$ cat config.mk
export PLATFORM = sky130hd
export DESIGN_NAME = serial_adder_ctrl
export DESIGN_NICKNAME = d
export VERILOG_FILES = /design/src/rtl/serial_adder_ctrl.sv
export SDC_FILE = /design/constraint.sdc
export NUM_CORES = 1
export LEC_CHECK = 0
export CAP_MARGIN = 20
export CORE_ASPECT_RATIO = 1.25
export CORE_MARGIN = 4
export CORE_UTILIZATION = 43
export DETAILED_ROUTE_END_ITERATION = 6
export PLACE_DENSITY = 0.76
export SETUP_SLACK_MARGIN = 0.02
export SLEW_MARGIN = 0
export SYNTH_ARGS = -nofsm -noshare
export SYNTH_HDL_FRONTEND = slang
export SYNTH_SLANG_ARGS = --single-unit
export TNS_END_PERCENT = 10
$ cat constraint.sdc
create_clock -name clk -period 1.5 [get_ports clk]
set_clock_uncertainty 0.2 [all_clocks]
set_input_delay 0.3 -clock clk [delete_from_list [all_inputs] [get_ports clk]]
set_output_delay 0.3 -clock clk [all_outputs]
set_load 0.03 [all_outputs]
$ cat src/rtl/serial_adder_ctrl.sv
// rtl/serial_adder_ctrl.sv - bit-serial unsigned adder sequencer built on one full-adder cell

module fulladder (
    input  logic a,
    input  logic b,
    input  logic c_in,
    output logic c_out,
    output logic sum
);
    assign sum   = a ^ b ^ c_in;
    assign c_out = (a & b) | (c_in & (a ^ b));
endmodule

module serial_adder_ctrl #(
    parameter int WIDTH = 2
) (
    input  logic             clk,
    input  logic             rst,
    input  logic             start,
    input  logic [WIDTH-1:0] a,
    input  logic [WIDTH-1:0] b,
    output logic [WIDTH-1:0] sum,
    output logic             cout,
    output logic             busy,
    output logic             done,
    output logic [3:0]       bit_idx
);
    typedef enum logic [1:0] {
        IDLE = 2'd0,
        ADD  = 2'd1,
        DONE = 2'd2
    } state_t;

    state_t           state;
    state_t           state_next;
    logic             start_q;
    logic             start_edge;
    logic             last_bit;
    logic [WIDTH-1:0] a_sr;
    logic [WIDTH-1:0] b_sr;
    logic [WIDTH-1:0] res_sr;
    logic [WIDTH-1:0] res_next;
    logic             carry;
    logic             cell_cout;
    logic             cell_sum;

    // start_q resets high so a start level held through reset is not seen as an edge.
    assign start_edge = start & ~start_q;
    assign last_bit   = (bit_idx == 4'(WIDTH - 1));
    assign busy       = (state == ADD);
    assign done       = (state == DONE);

    fulladder u_cell (
        .a     (a_sr[0]),
        .b     (b_sr[0]),
        .c_in  (carry),
        .c_out (cell_cout),
        .sum   (cell_sum)
    );

    // Result bits enter at the MSB so after WIDTH shifts bit 0 sits at the LSB.
    generate
        if (WIDTH == 1) begin : g_res_w1
            assign res_next = cell_sum;
        end else begin : g_res_wn
            assign res_next = {cell_sum, res_sr[WIDTH-1:1]};
        end
    endgenerate

    // State register; reset aborts any running addition.
    always_ff @(posedge clk) begin
        if (rst) begin
            state <= IDLE;
        end else begin
            state <= state_next;
        end
    end

    // Next-state decode: edges are only honoured from IDLE or DONE.
    always_comb begin
        state_next = state;
        case (state)
            IDLE:    if (start_edge) state_next = ADD;
            ADD:     if (last_bit)   state_next = DONE;
            DONE:    if (start_edge) state_next = ADD;
            default: state_next = IDLE;
        endcase
    end

    // Datapath: operand load, one bit per cycle through the cell, result capture at the end.
    always_ff @(posedge clk) begin
        if (rst) begin
            start_q <= 1'b1;
            a_sr    <= '0;
            b_sr    <= '0;
            res_sr  <= '0;
            carry   <= 1'b0;
            sum     <= '0;
            cout    <= 1'b0;
            bit_idx <= 4'd0;
        end else begin
            start_q <= start;
            case (state)
                IDLE, DONE: begin
                    if (start_edge) begin
                        a_sr    <= a;
                        b_sr    <= b;
                        carry   <= 1'b0;
                        bit_idx <= 4'd0;
                    end
                end
                ADD: begin
                    carry  <= cell_cout;
                    res_sr <= res_next;
                    a_sr   <= a_sr >> 1;
                    b_sr   <= b_sr >> 1;
                    if (last_bit) begin
                        sum     <= res_next;
                        cout    <= cell_cout;
                        bit_idx <= 4'd0;
                    end else begin
                        bit_idx <= bit_idx + 4'd1;
                    end
                end
                default: begin
                    bit_idx <= 4'd0;
                end
            endcase
        end
    end
endmodule

==> results by group, run 1 <==
Run status
  • Outcome: finished, violations left
  • Failing checks: negative setup slack

Global route
  • GR Overflow Total: 0
  • First-pass GRT wire length: 2770 um
  • GRT Overall Usage: 15.4%
  • Vias in the first global route: 658
  • Pin count of the biggest net entering global routing: 10
  • Initial antenna violation count: 0

Final layout
  • Layout Nets: 117
  • Number of inserted diodes: 0
  • Post-Layout Cell Count: 124
  • Layout cells sized above 1: 42.5%
  • Syn-to-layout area delta: 39.4%
  • Design Area, Final: 1060 um2

Die
  • Die area: 2500 um2
  • Chip Width: 45.6 um
  • Initial Utilization: 46.8%
  • Placement row count: 16
  • I/O pin total: 16
  • Core Region: 1620 um2
  • Die height: 55.0 um

Clock tree
  • Htree depth: 1
  • Clock transition at path regs: 0.10 ns
  • Cts hold-fix bufs: 0
  • Clk root buf: clkbuf_4
  • Skew-Pair Late Insertion Delay: 0.29 ns
  • Worst-case clock buffer depth: 2
  • CTS tree: done
  • TritonCTS buffer count: 3
  • CTS Sinks: 16

Power
  • Worst vdd ir: 0.000507 V
  • Total power: 0.874 mW
  • Lkg Pwr: 0.415 nW
  • PwrDens: 827 nW/um2

Synthesis
  • Yosys reg bits: 16
  • Synth top area cells: dfxtp_1 (42%), a21oi_1 (5.3%), nand3_1 (5.3%), ha_1 (3.3%), nor3b_2 (3.3%)
  • Cell variety after synth: 33
  • Most frequent cell after synthesis: dfxtp_1
  • Most used DFF post-synth: dfxtp_1
  • EDFF count, synth: 0
  • Seq/Total Area, Yosys: 42.2%
  • Synthesized area per cell: 9.25 um2
  • Leading area contributor after synthesis: dfxtp_1
  • Synth Instances: 82
  • Mapped cell area: 758 um2
  • Post-synth top area share: 42.2%
  • Synth cell count leaders: dfxtp_1 (16), a21oi_1 (8), nand3_1 (8)
  • Syn_nets: 92
  • Async set-reset flop share out of synthesis: 0%
  • Syn. warnings: 0

Placed design
  • Dpl cells: 118
  • GPL Wtd Cong: 0.735
  • Hpwl dp: 1260 um
  • Placed Area: 946 um2
  • # port buffers: 15

Timing
  • Min Tclk post-route: 1.52 ns
  • RSZ-0062 raised after global routing: true
  • Final period util: 101%
  • Setup slack after layout: -0.0207 ns
  • Slew @ Worst Pin: 0.294 ns
  • Final hold violation count: 0
  • Slew Viols, Final: 0
  • Final Hold Slack: 0.274 ns
  • Final setup violation count: 1
  • Max frequency: 658 MHz
  • Relative slew slack: 80.3%
  • Setup_tns: -0.0207 ns

Routing
  • ANT nets after route: 0
  • WL/cell: 13.9 um
  • Number of remaining DRC errors: 0
  • Routed WL: 1730 um
  • Via count: 695
  • Initial drt markers: 14
  • Drt pass-1 iters: 4
  • DR vias/cell: 5.60

Critical path
  • Critical setup path kind: reg2out
  • Critical Path Source Type: register
  • CP Capture Type: output port
  • Crit-path max FO: 4
  • Crit-path cells: and2b_2 > buf_6
  • CP peak stage delay: 0.38 ns
  • WP data arrival: 1.02 ns
  • Crit path required time: 1.00 ns
  • Bufs and invs on worst path: 1
  • CP max stage cell: dfxtp_4
  • Worst path top cell family by delay: flip-flops

Flow run
  • # Max-Cap Violations: 0

Worst hold path
  • Min-Delay Path Class: reg2reg
sequential cells by signal (all words and copies together) (netlist names):
name	flops
a_sr	2
state	2
cout	1
sum	2
b_sr	2
carry	1
res_sr	1
bit_idx	4
start_q	1
layout make-up:
class,count,area (um2)
multi-input cells,60,445
fillers,150,564
repair buffers,24,206
clock buffers,4,36.3
well taps,18,22.5
inverters,2,12.5
flip-flops and latches,16,334
metrics by stage:
| step | utilization (%) | worst slack, ns |
|---|---|---|
| final | 65.2 | -0.0207 |
| after global routing | 65.2 | -0.0478 |
| after CTS | 62.9 | -0.0169 |
| after detailed placement | 58.3 | -0.251 |
| after global placement | 58.3 | -0.205 |
| after floorplan | - | 0.0119 |
path summary, 6_finish.rpt:
kind | from | endpoint | slack (ns) | cells after the start
worst max-delay path | state[0] | done | -0.02 | 2
worst min-delay path | res_sr[1] | res_sr[1] | 0.27 | 2
worst max register to register | bit_idx[1] | sum[0] | 0.01 | 5
worst min register to register | res_sr[1] | res_sr[1] | 0.27 | 2
layer usage:
metal  part of all wire (%)  vias to the layer above  track usage (%)
met5                      0                        -                0
met4                    1.1                        0             7.32
met3                    6.1                        4             2.27
met2                     51                       19             28.1
met1                     42                      330             17.0
li1                       -                      342                -
cells in the final DEF (no fill, tap or decap), types with 2 or more instances in the layout:
cell,synthesis,routed
a21oi_2,0,2
clkbuf_4,0,3
nand4b_1,2,2
dfxtp_4,0,3
nor3_1,3,3
nor3b_1,2,2
nand3_1,8,8
buf_4,0,15
clkdlybuf4s50_1,0,6
nand2_1,5,5
o21ai_2,0,3
buf_6,1,3
nor2_1,6,6
or3b_4,1,2
nor4_1,2,2
a21oi_1,8,6
dfxtp_2,0,2
dfxtp_1,16,11
report_power, final:
part           switching (mW)  internal (mW)
Sequential             0.0119          0.435
Clock                   0.142          0.148
Combinational          0.0680         0.0694
Total                   0.222          0.652
logic make-up after synthesis:
family | count (synthesis) | share of synthesized area, %
adder cells (fa/ha/maj) | 3 | 5.94
AO/OA/AOI/OAI | 16 | 12.7
flip-flops | 16 | 42.2
AND/OR/NAND/NOR | 41 | 34.8
buffers and inverters | 6 | 4.29
worst register-to-register path: stages, from the launching register on:
cell and delay (ns):
dfxtp_4 0.35, inv_2 0.06, ha_4 0.11, or3b_4 0.43
o21ai_2 0.17, a21oi_2 0.06
repair_timing:
item,4_1_cts,5_1_grt
resized for setup,11,11
endpoints found under the hold margin,0,0
endpoints found under the setup margin,8,15
pin swaps,1,6
setup buffers,2,0
No activity file was read; power rests on OpenSTA's default activity.
==> run 2: changes to the inputs <==
--- a/config.mk
+++ b/config.mk
@@ -12,7 +12,7 @@
 export DETAILED_ROUTE_END_ITERATION = 6
 export PLACE_DENSITY = 0.76
 export SETUP_SLACK_MARGIN = 0.02
-export SLEW_MARGIN = 0
+export SLEW_MARGIN = 20
 export SYNTH_ARGS = -nofsm -noshare
 export SYNTH_HDL_FRONTEND = slang
 export SYNTH_SLANG_ARGS = --single-unit
==> results of run 2 <==
Final layout, timing and power as in run 1 (identical DEF).
==> run 3: changes to the inputs <==
--- a/config.mk
+++ b/config.mk
@@ -7,9 +7,9 @@
 export LEC_CHECK = 0
 export CAP_MARGIN = 20
 export CORE_ASPECT_RATIO = 1.25
-export CORE_MARGIN = 4
 export CORE_UTILIZATION = 43
 export DETAILED_ROUTE_END_ITERATION = 6
+export GPL_ROUTABILITY_DRIVEN = 1
 export PLACE_DENSITY = 0.76
 export SETUP_SLACK_MARGIN = 0.02
 export SLEW_MARGIN = 20
==> run 3 against run 2 <==
  * The flow still finishes with violations (negative setup slack)
  * Cell count is 0.81% lower
  * First-iteration DRC count is 71% lower
  * Global-route usage is 4.0 points higher
  * Critical path type unchanged
  * Critical endpoint unchanged
  * Largest power group unchanged
==> results by group, run 3 (synthesized netlist as in run 1, its figures left out) <==
Routing
  • Initial drt markers: 4 (was 14)
  • WL/cell: 12.8 um (was 13.9 um)
  • Via count: 665 (was 695)
  • Routed WL: 1570 um (was 1730 um)
  • Number of remaining DRC errors: 0 (unchanged)
  • Drt pass-1 iters: 3 (was 4)
  • DR vias/cell: 5.41 (was 5.60)
  • ANT nets after route: 0 (unchanged)

Placed design
  • Setup WS pre-CTS: -0.236 ns (was -0.251 ns)
  • # port buffers: 15 (unchanged)
  • Hpwl dp: 1080 um (was 1260 um)
  • Dpl cells: 117 (was 118)
  • Placed Area: 938 um2 (was 946 um2)
  • GPL Wtd Cong: 0.715 (was 0.735)

Die
  • Core Region: 1600 um2 (was 1620 um2)
  • Chip Width: 39.6 um (was 45.6 um)
  • Die area: 1940 um2 (was 2500 um2)
  • I/O pin total: 16 (unchanged)
  • Initial Utilization: 47.3% (was 46.8%)
  • Die height: 49.0 um (was 55.0 um)
  • Placement row count: 16 (unchanged)

Power
  • PwrDens: 824 nW/um2 (was 827 nW/um2)
  • Lkg Pwr: 0.414 nW (was 0.415 nW)
  • Total power: 0.876 mW (was 0.874 mW)
  • Worst vdd ir: 0.000689 V (was 0.000507 V)

Critical path
  • Crit path required time: 1.00 ns (about the same)
  • Crit-path max FO: 3 (was 4)
  • Critical setup path kind: reg2out (unchanged)
  • Crit-path cells: and2b_2 > buf_6 (unchanged)
  • Worst r2r path cells: 5 (unchanged)
  • CP Capture Type: output port (unchanged)
  • WP data arrival: 1.02 ns (about the same)
  • CP max stage cell: dfxtp_4 (unchanged)
  • CP peak stage delay: 0.37 ns (was 0.38 ns)
  • Critical Path Source Type: register (unchanged)

Final layout
  • Design Area, Final: 1060 um2 (about the same)
  • Commonest cells after routing, fill and taps aside: dfxtp_1 (12), buf_4 (12), nand3_1 (8), clkdlybuf4s50_1 (6) (was buf_4 (15), dfxtp_1 (11), nand3_1 (8))
  • Layout cells sized above 1: 43.8% (was 42.5%)
  • Largest register by flop count: bit_idx (unchanged)
  • Number of inserted diodes: 0 (unchanged)
  • Util after Layout: 66.3% (was 65.2%)
  • Post-Layout Cell Count: 123 (was 124)
  • Largest register FFs: 4 (unchanged)
  • Layout Nets: 116 (was 117)
  • Syn-to-layout area delta: 40.1% (was 39.4%)

Timing
  • RSZ-0062 raised after global routing: true (unchanged)
  • Final setup violation count: 2 (was 1)
  • Final Hold Slack: 0.263 ns (was 0.274 ns)
  • Min Tclk post-route: 1.52 ns (about the same)
  • Final hold violation count: 0 (unchanged)
  • Final period util: 101% (about the same)
  • Setup_tns: -0.0219 ns (was -0.0207 ns)
  • Max frequency: 660 MHz (was 658 MHz)
  • Slew @ Worst Pin: 0.303 ns (was 0.294 ns)
  • Relative slew slack: 79.7% (was 80.3%)
  • Setup slack after layout: -0.0160 ns (was -0.0207 ns)
  • Slew Viols, Final: 0 (unchanged)

Run status
  • Outcome: finished, violations left (unchanged)
  • Failing checks: negative setup slack (unchanged)

Worst hold path
  • Hold path depth: 2 (unchanged)
  • Min-Delay Path Class: reg2reg (unchanged)

Global route
  • Vias in the first global route: 621 (was 658)
  • Pin count of the biggest net entering global routing: 16 (was 10)
  • GRT Overall Usage: 19.3% (was 15.4%)
  • First-pass GRT wire length: 2620 um (was 2770 um)
  • GR Overflow Total: 0 (unchanged)
  • Initial antenna violation count: 0 (unchanged)

Clock tree
  • CTS Sinks: 16 (unchanged)
  • Clock transition at path regs: 0.10 ns (about the same)
  • Htree depth: 1 (unchanged)
  • Skew-Pair Late Insertion Delay: 0.30 ns (was 0.29 ns)
  • TritonCTS buffer count: 3 (unchanged)
  • CTS tree: done (unchanged)
  • Cts hold-fix bufs: 0 (unchanged)
  • Worst-case clock buffer depth: 2 (unchanged)
  • Clk root buf: clkbuf_4 (unchanged)

Flow run
  • # Max-Cap Violations: 0 (unchanged)
## run 3: cell types whose count changed in the layout (fill, tap and decap cells not counted), sizes merged
cell / change
buf: -1
## run 3: metal layers
metal,track usage (%),up-vias,part of all wire (%)
met5,0,-,0
met4,8.62,0,1.8
met3,4.11,3,3.8
met2,31.7,15,52
met1,22.9,306,42
li1,-,341,-
## run 3: cell type report
| cell class | count | area (um2) |
|---|---|---|
| clock buffers | 4 | 36.3 |
| fillers | 140 | 539 |
| inverters | 2 | 10.0 |
| multi-input cells | 60 | 454 |
| flip-flops and latches | 16 | 333 |
| well taps | 18 | 22.5 |
| repair buffers | 23 | 206 |
## run 3: path summary, 6_finish.rpt
check | start | endpoint | slack (ns)
setup / recovery | state[0] | done | -0.02
hold reg to reg | res_sr[1] | res_sr[1] | 0.26
hold / removal | res_sr[1] | res_sr[1] | 0.26
setup reg to reg | bit_idx[1] | cout | 0.01
## run 3: worst max-delay path, delay by kind of cell, from the launching register on
kind | cells | cell delay, ns
flip-flops | 1 | 0.37
buffers and inverters | 1 | 0.13
AND/OR/NAND/NOR | 1 | 0.21
## run 3: timing repair
item	4_1_cts	5_1_grt
endpoints found under the setup margin	7	13
gates resized for setup	10	15
endpoints found under the hold margin	0	0
setup buffers	2	0
pin swaps	1	7
gates cloned	0	0
## run 3: power by group
group	leakage [nW]	total, mW	switching [mW]	internal [mW]
logic	0.260	0.138	0.0683	0.0694
clock network	0.0210	0.293	0.145	0.148
registers	0.133	0.445	0.0106	0.435
total	0.414	0.876	0.223	0.652
